--- src/rtl/uart_rx_byte_if.sv ---
// Byte handshake bundle between the UART receiver and its consumer.
//   rx_data   : received byte, stable while rx_valid is high
//   rx_valid  : byte available, held until accepted
//   rx_ready  : consumer accepts on a rising edge with rx_valid high
//   frame_err : one-cycle pulse, stop bit sampled low
//   overrun   : one-cycle pulse, byte completed while rx_valid was high
// master = receiver side, slave = consumer side.
interface uart_rx_byte_if;
  logic [7:0] rx_data;
  logic       rx_valid;
  logic       rx_ready;
  logic       frame_err;
  logic       overrun;

  modport master (
    output rx_data, rx_valid, frame_err, overrun,
    input  rx_ready
  );

  modport slave (
    input  rx_data, rx_valid, frame_err, overrun,
    output rx_ready
  );
endinterface

--- src/rtl/uart_rx_byte.sv ---
// 8N1 UART receiver oversampled at the system clock. Deserialises host_tx
// into bytes and offers them on a valid/ready handshake, rejecting short
// start-bit glitches and flagging framing and overrun errors.
//   clk     : system clock, rising edge
//   rst     : synchronous active-high reset
//   host_tx : asynchronous serial line, idles high
//   rx      : byte handshake (master side of uart_rx_byte_if)
//
// state     | meaning
// ----------+-----------------------------------------------------
// IDLE      | line high, waiting for a falling start edge
// START     | half a bit in, re-check start bit (glitch filter)
// DATA      | sampling 8 data bits LSB first, one per bit time
// STOP      | sampling stop bit, deliver byte or flag error
// WAIT_HIGH | stop bit was low, hold off until the line returns high
module uart_rx_byte #(
  parameter int CLKS_PER_BIT = 434
) (
  input  logic           clk,
  input  logic           rst,
  input  logic           host_tx,
  uart_rx_byte_if.master rx
);

  localparam logic [2:0] IDLE      = 3'd0;
  localparam logic [2:0] START     = 3'd1;
  localparam logic [2:0] DATA      = 3'd2;
  localparam logic [2:0] STOP      = 3'd3;
  localparam logic [2:0] WAIT_HIGH = 3'd4;

  localparam logic [15:0] FULL_M1 = 16'(CLKS_PER_BIT - 1);
  localparam logic [15:0] HALF_M1 = 16'((CLKS_PER_BIT / 2) - 1);

  logic [1:0]  sync;
  logic        rx_s;
  logic [2:0]  state;
  logic [15:0] cnt;
  logic [2:0]  bitcnt;
  logic [7:0]  shift;

  assign rx_s = sync[1];

  always_ff @(posedge clk) begin
    if (rst) begin
      sync         <= 2'b11;
      state        <= IDLE;
      cnt          <= '0;
      bitcnt       <= '0;
      shift        <= '0;
      rx.rx_data   <= '0;
      rx.rx_valid  <= 1'b0;
      rx.frame_err <= 1'b0;
      rx.overrun   <= 1'b0;
    end else begin
      sync         <= {sync[0], host_tx};
      rx.frame_err <= 1'b0;
      rx.overrun   <= 1'b0;

      // Acceptance clears valid; a byte landing on the same edge below
      // overrides this and keeps valid high with the new data.
      if (rx.rx_valid && rx.rx_ready)
        rx.rx_valid <= 1'b0;

      case (state)
        IDLE: begin
          cnt <= '0;
          if (!rx_s)
            state <= START;
        end

        START: begin
          if (cnt == HALF_M1) begin
            cnt <= '0;
            if (!rx_s) begin
              state  <= DATA;
              bitcnt <= '0;
            end else begin
              state <= IDLE;
            end
          end else begin
            cnt <= cnt + 16'd1;
          end
        end

        DATA: begin
          if (cnt == FULL_M1) begin
            cnt           <= '0;
            shift[bitcnt] <= rx_s;
            bitcnt        <= bitcnt + 3'd1;
            if (bitcnt == 3'd7)
              state <= STOP;
          end else begin
            cnt <= cnt + 16'd1;
          end
        end

        STOP: begin
          if (cnt == FULL_M1) begin
            cnt <= '0;
            if (rx_s) begin
              state <= IDLE;
              if (!rx.rx_valid || rx.rx_ready) begin
                rx.rx_data  <= shift;
                rx.rx_valid <= 1'b1;
              end else begin
                rx.overrun <= 1'b1;
              end
            end else begin
              rx.frame_err <= 1'b1;
              state        <= WAIT_HIGH;
            end
          end else begin
            cnt <= cnt + 16'd1;
          end
        end

        WAIT_HIGH: begin
          cnt <= '0;
          if (rx_s)
            state <= IDLE;
        end

        default: begin
          cnt   <= '0;
          state <= IDLE;
        end
      endcase
    end
  end

endmodule
--- src/flat_wrapper.sv ---
// flat-port wrapper written by rule: the top's interface ports become plain ports
module uart_rx_byte_flat 
#(
  parameter int CLKS_PER_BIT = 434
)
  (clk, rst, host_tx, rx_rx_data, rx_rx_valid, rx_frame_err, rx_overrun, rx_rx_ready);
  uart_rx_byte_if rx_i ();
  input  logic clk;
  input  logic rst;
  input  logic host_tx;
  output wire logic [$bits(rx_i.rx_data)-1:0] rx_rx_data;
  output wire logic [$bits(rx_i.rx_valid)-1:0] rx_rx_valid;
  output wire logic [$bits(rx_i.frame_err)-1:0] rx_frame_err;
  output wire logic [$bits(rx_i.overrun)-1:0] rx_overrun;
  input wire logic [$bits(rx_i.rx_ready)-1:0] rx_rx_ready;
  assign rx_rx_data = rx_i.rx_data;
  assign rx_rx_valid = rx_i.rx_valid;
  assign rx_frame_err = rx_i.frame_err;
  assign rx_overrun = rx_i.overrun;
  assign rx_i.rx_ready = rx_rx_ready;
  uart_rx_byte #(.CLKS_PER_BIT(CLKS_PER_BIT)) u_core (.clk(clk), .rst(rst), .host_tx(host_tx), .rx(rx_i));
endmodule
--- config.mk ---
export PLATFORM = sky130hd
export DESIGN_NAME = uart_rx_byte_flat
export DESIGN_NICKNAME = d
export VERILOG_FILES = /design/src/rtl/uart_rx_byte_if.sv /design/src/rtl/uart_rx_byte.sv /design/src/flat_wrapper.sv
export SDC_FILE = /design/constraint.sdc
export NUM_CORES = 1
export LEC_CHECK = 0
export ABC_AREA = 0
export BUFFER_PORTS_ARGS = -buffer_cell sky130_fd_sc_hd__buf_2
export CORE_ASPECT_RATIO = 2
export CORE_MARGIN = 2
export CORE_UTILIZATION = 55
export CTS_CLUSTER_DIAMETER = 80
export DETAILED_ROUTE_END_ITERATION = 12
export PLACE_DENSITY = 0.72
export SYNTH_ARGS = -nofsm -noshare
export SYNTH_HDL_FRONTEND = slang
export SYNTH_SLANG_ARGS = --single-unit
--- constraint.sdc ---
create_clock -name clk -period 3.2 [get_ports clk]
set_clock_uncertainty 0.2 [all_clocks]
set_input_delay 0.8 -clock clk [delete_from_list [all_inputs] [get_ports clk]]
set_output_delay 0.8 -clock clk [all_outputs]
set_load 0.02 [all_outputs]
==> impl_results.md <==
- RSZ-0062 raised after global routing: false
- Core footprint: 3420 um^2
- Max-slew violations: 0
- Clock-pin slew of the registers on the worst-case setup and hold paths: 0.08 ns
- Slew @ Worst Pin: 0.464 ns
- Worst reg2reg path depth: 5
- Post-DP HPWL: 2690 um
- Ports: 15
- Later-pin clock latency in the skew report: 0.29 ns
- R2R setup slack: 1.07 ns
- Register area share after synthesis: 0.434
- H-tree lvl count: 2
- Setup violators final: 0
- Peak VDD IR: 0.370 mV
- Delay-heaviest family, CP: simple AND/OR/NAND/NOR gates
- Final ANT Viol Nets: 0
- CTS resizes: 0
- Crit start category: flop
- Placed cell count: between 200 and 300
- Initial antenna violation count: 0
- Cells after synthesis: 212
- Ys flop type: dfxtp_1
- Leak Pwr: just over 0.0008 uW
- Max-Cap Viols: 0
- Clock network fraction of total power: 0.426
- Vias: 1483
- Reg2reg start: u_core.cnt[9]$_SDFF_PP0_
- Slowest cell on the critical path: and4_1
- Status: finished clean
- Max_slew headroom: 0.690
- Layout cell share with drive strength beyond 1: 0.157
- Post-route DRC: 0
- Layout area overhead: 8.76%
- YS warnings: 0
- Buf/Inv on CP: 0
- Die Y: roughly 90 um
- CTS sink cnt: 43
- Antenna cells: 0
- Max Fanout on Critical Path: 9
- Vias in the first global route: 1463
- Pin count of the biggest net entering global routing: 27
- Critical path endpoint category: flop
- Commonest cells post-synth: 43 x dfxtp_1, 42 x nor2_1, 16 x mux2i_1, 10 x nand2_1, 10 x nand3_1
- Root buffer cell: clkbuf_8
- Reg2reg end: u_core.rx.rx_data[6]$_SDFFE_PP0P_
- Vias/cell: 5.47
- Fmax: ~0.47 GHz
- Num CTS Buffers: 5
- CP cell instances: nor4_4 -> and4_1 -> and3_4 -> mux2i_1 -> nor2_1
- Width of the die: 46.5 um
- Post-layout min period: 2.13 ns
- Switching power: 210 uW
- Mapped Nets: roughly 220
- Critical Path Stages: 5
- Max Buffers Root-to-Sink: 2
- DRT Pass-1 Iters: 4
- Sequential fraction of design power: 0.540
- Cell-internal power: 807 uW
- Final hold vios: 0
- Iteration-0 DRC Markers: 38
- Starting Density: 0.581
- Crit share post-route: 0.664
- Pwr dens: 471 nW/um^2
- Synth async-reset ratio: 0
- Overflow left after global routing: 0
- Routed len/inst: 13.5 um
- Final TNS setup: 0 ns
- Row Count: 30
- Share of the synthesized area in the top cell type: 0.434
- Post-CTS Setup Repair Bufs: 0
- GRT Total Usage: 0.207
- Count of different cell masters after synthesis: 45
- Crit path required time: about 3.2 ns
- Final WL: 3650 um
- Crit path kind: reg2reg
- Arr. time, crit path: approximately 2.1 ns
- Cts hold-fix bufs: 0
- Worst hold path class: reg2reg
- GPL Wtd Cong: between 0.7 and 0.8
- EDFF count, synth: 0
- Area contributors post-synth: dfxtp_1 43%, mux2i_1 8.1%, nor2_1 7.9%, xnor2_1 3.5%, ha_1 3.2%
- Number of port buffers: 14
- First-pass GRT wire length: between 6000 and 7000 um
- CTS tree: yes
- #FFs+latches synth: 43
- Comb pwr share: 0.034
- Sw frac: 0.206
- Nets: 231
- Die area: 4130 um^2
- Critical path endpoint: u_core.rx.rx_data[6]$_SDFFE_PP0P_
- CP peak stage delay: 0.45 ns
- Critical Path Source: u_core.cnt[9]$_SDFF_PP0_
- Non-filler instance count after layout: about 270
- Post-Syn Area per Cell: 9.36 um^2
- Synth area leader: dfxtp_1
- Synthesized cell area: 1980 um^2
- Most frequent cell after synthesis: dfxtp_1
worst reg2reg max path: cells and delay by family (launching register included):
kind             cells  cell delay (ns)
flip-flops           1             0.36
multiplexers         1             0.22
AND/OR/NAND/NOR      4             1.22
stage by stage:
stage / area (um^2) / hold slack [ns] / setup slack, ns / util / total power, uW
2_1_floorplan: 1980 / 0.189 / 1.35 / - / 591
3_3_place_gp: 2040 / 0.201 / 1.12 / 0.597 / 595
3_5_place_dp: 2040 / 0.198 / 1.06 / 0.597 / 596
4_1_cts: 2160 / 0.223 / 1.06 / 0.632 / 1030
5_1_grt: 2160 / 0.230 / 0.883 / 0.632 / 1050
6_report: 2160 / 0.221 / 1.07 / 0.632 / 1020
per-layer routing:
layer  global-route usage  routed length, um  vias to the layer above
met4                0.104                 70                        0
li1                     -                  -                      744
met3               0.0384                 71                        5
met2                0.381               2080                       19
met1                0.205               1430                      715
met5                    0                  0                        -
worst min path at each step:
stage                                      to  slack, ns                 startpoint  cells past startpoint
floorplan           u_core.sync[1]$_SDFF_PP1_       0.19  u_core.sync[0]$_SDFF_PP1_                      1
finish              u_core.sync[1]$_SDFF_PP1_       0.22  u_core.sync[0]$_SDFF_PP1_                      1
CTS                 u_core.sync[1]$_SDFF_PP1_       0.22  u_core.sync[0]$_SDFF_PP1_                      1
detailed placement  u_core.sync[1]$_SDFF_PP1_       0.20  u_core.sync[0]$_SDFF_PP1_                      1
global placement    u_core.sync[1]$_SDFF_PP1_       0.20  u_core.sync[0]$_SDFF_PP1_                      1
global route        u_core.sync[1]$_SDFF_PP1_       0.23  u_core.sync[0]$_SDFF_PP1_                      1
flip-flops by register name, indices dropped and copies added (netlist names):
| name | cells |
|---|---|
| u_core.rx.overrun | 1 |
| u_core.state | 3 |
| u_core.shift | 8 |
| u_core.bitcnt | 3 |
| u_core.sync | 2 |
| u_core.rx.rx_data | 8 |
| u_core.rx.rx_valid | 1 |
| u_core.cnt | 16 |
| u_core.rx.frame_err | 1 |
power by group through the flow:
stage	Clock (uW)	Sequential, uW	Combinational (uW)
finish	434	549	34.4
global route	462	550	40.0
CTS	446	549	34.9
detailed placement	0	562	34.8
global placement	0	561	33.8
floorplan	0	558	33.5
layout by cell type, fill, tap and decap left out, types with 2 or more instances in the layout:
| cell | synthesis | final |
|---|---|---|
| inv_1 | 4 | 4 |
| nor4_4 | 2 | 2 |
| and3_1 | 2 | 2 |
| xor2_1 | 5 | 5 |
| xnor2_1 | 8 | 8 |
| nor3_1 | 7 | 7 |
| buf_2 | 1 | 14 |
| mux2i_1 | 16 | 16 |
| and4_1 | 2 | 2 |
| nand4_1 | 3 | 3 |
| nor3b_1 | 3 | 3 |
| nor2_1 | 42 | 42 |
| or2_2 | 2 | 2 |
| nor2b_1 | 2 | 2 |
| a21oi_1 | 6 | 6 |
| clkbuf_8 | 0 | 6 |
| dfxtp_1 | 43 | 43 |
| ha_1 | 5 | 5 |
| o21a_1 | 2 | 2 |
| and4b_1 | 2 | 2 |
| o21ai_0 | 3 | 3 |
| nand2_1 | 10 | 10 |
| nand2b_1 | 2 | 2 |
| nand3_1 | 10 | 10 |
| nand3b_1 | 2 | 2 |
kinds of logic (layout without fill, tap and decap cells):
group / count (synthesis) / count (layout) / synth area share
buffers and inverters: 15 / 26 / 0.0448
AO/OA/AOI/OAI: 16 / 16 / 0.0536
AND/OR/NAND/NOR: 104 / 104 / 0.298
XOR/XNOR: 13 / 13 / 0.0574
multiplexers: 16 / 16 / 0.0807
adder cells (fa/ha/maj): 5 / 5 / 0.0315
flip-flops: 43 / 43 / 0.434
area by class of cell:
type / instances / area (um^2)
multi-input combinational: 154 / 1030
clock inverter: 2 / 35.0
inverter: 4 / 15.0
timing repair buffer: 14 / 70.1
tap: 48 / 60.1
fill: 301 / 1260
clock buffer: 6 / 82.6
sequential: 43 / 861
Power figures use the tool's default switching activity.
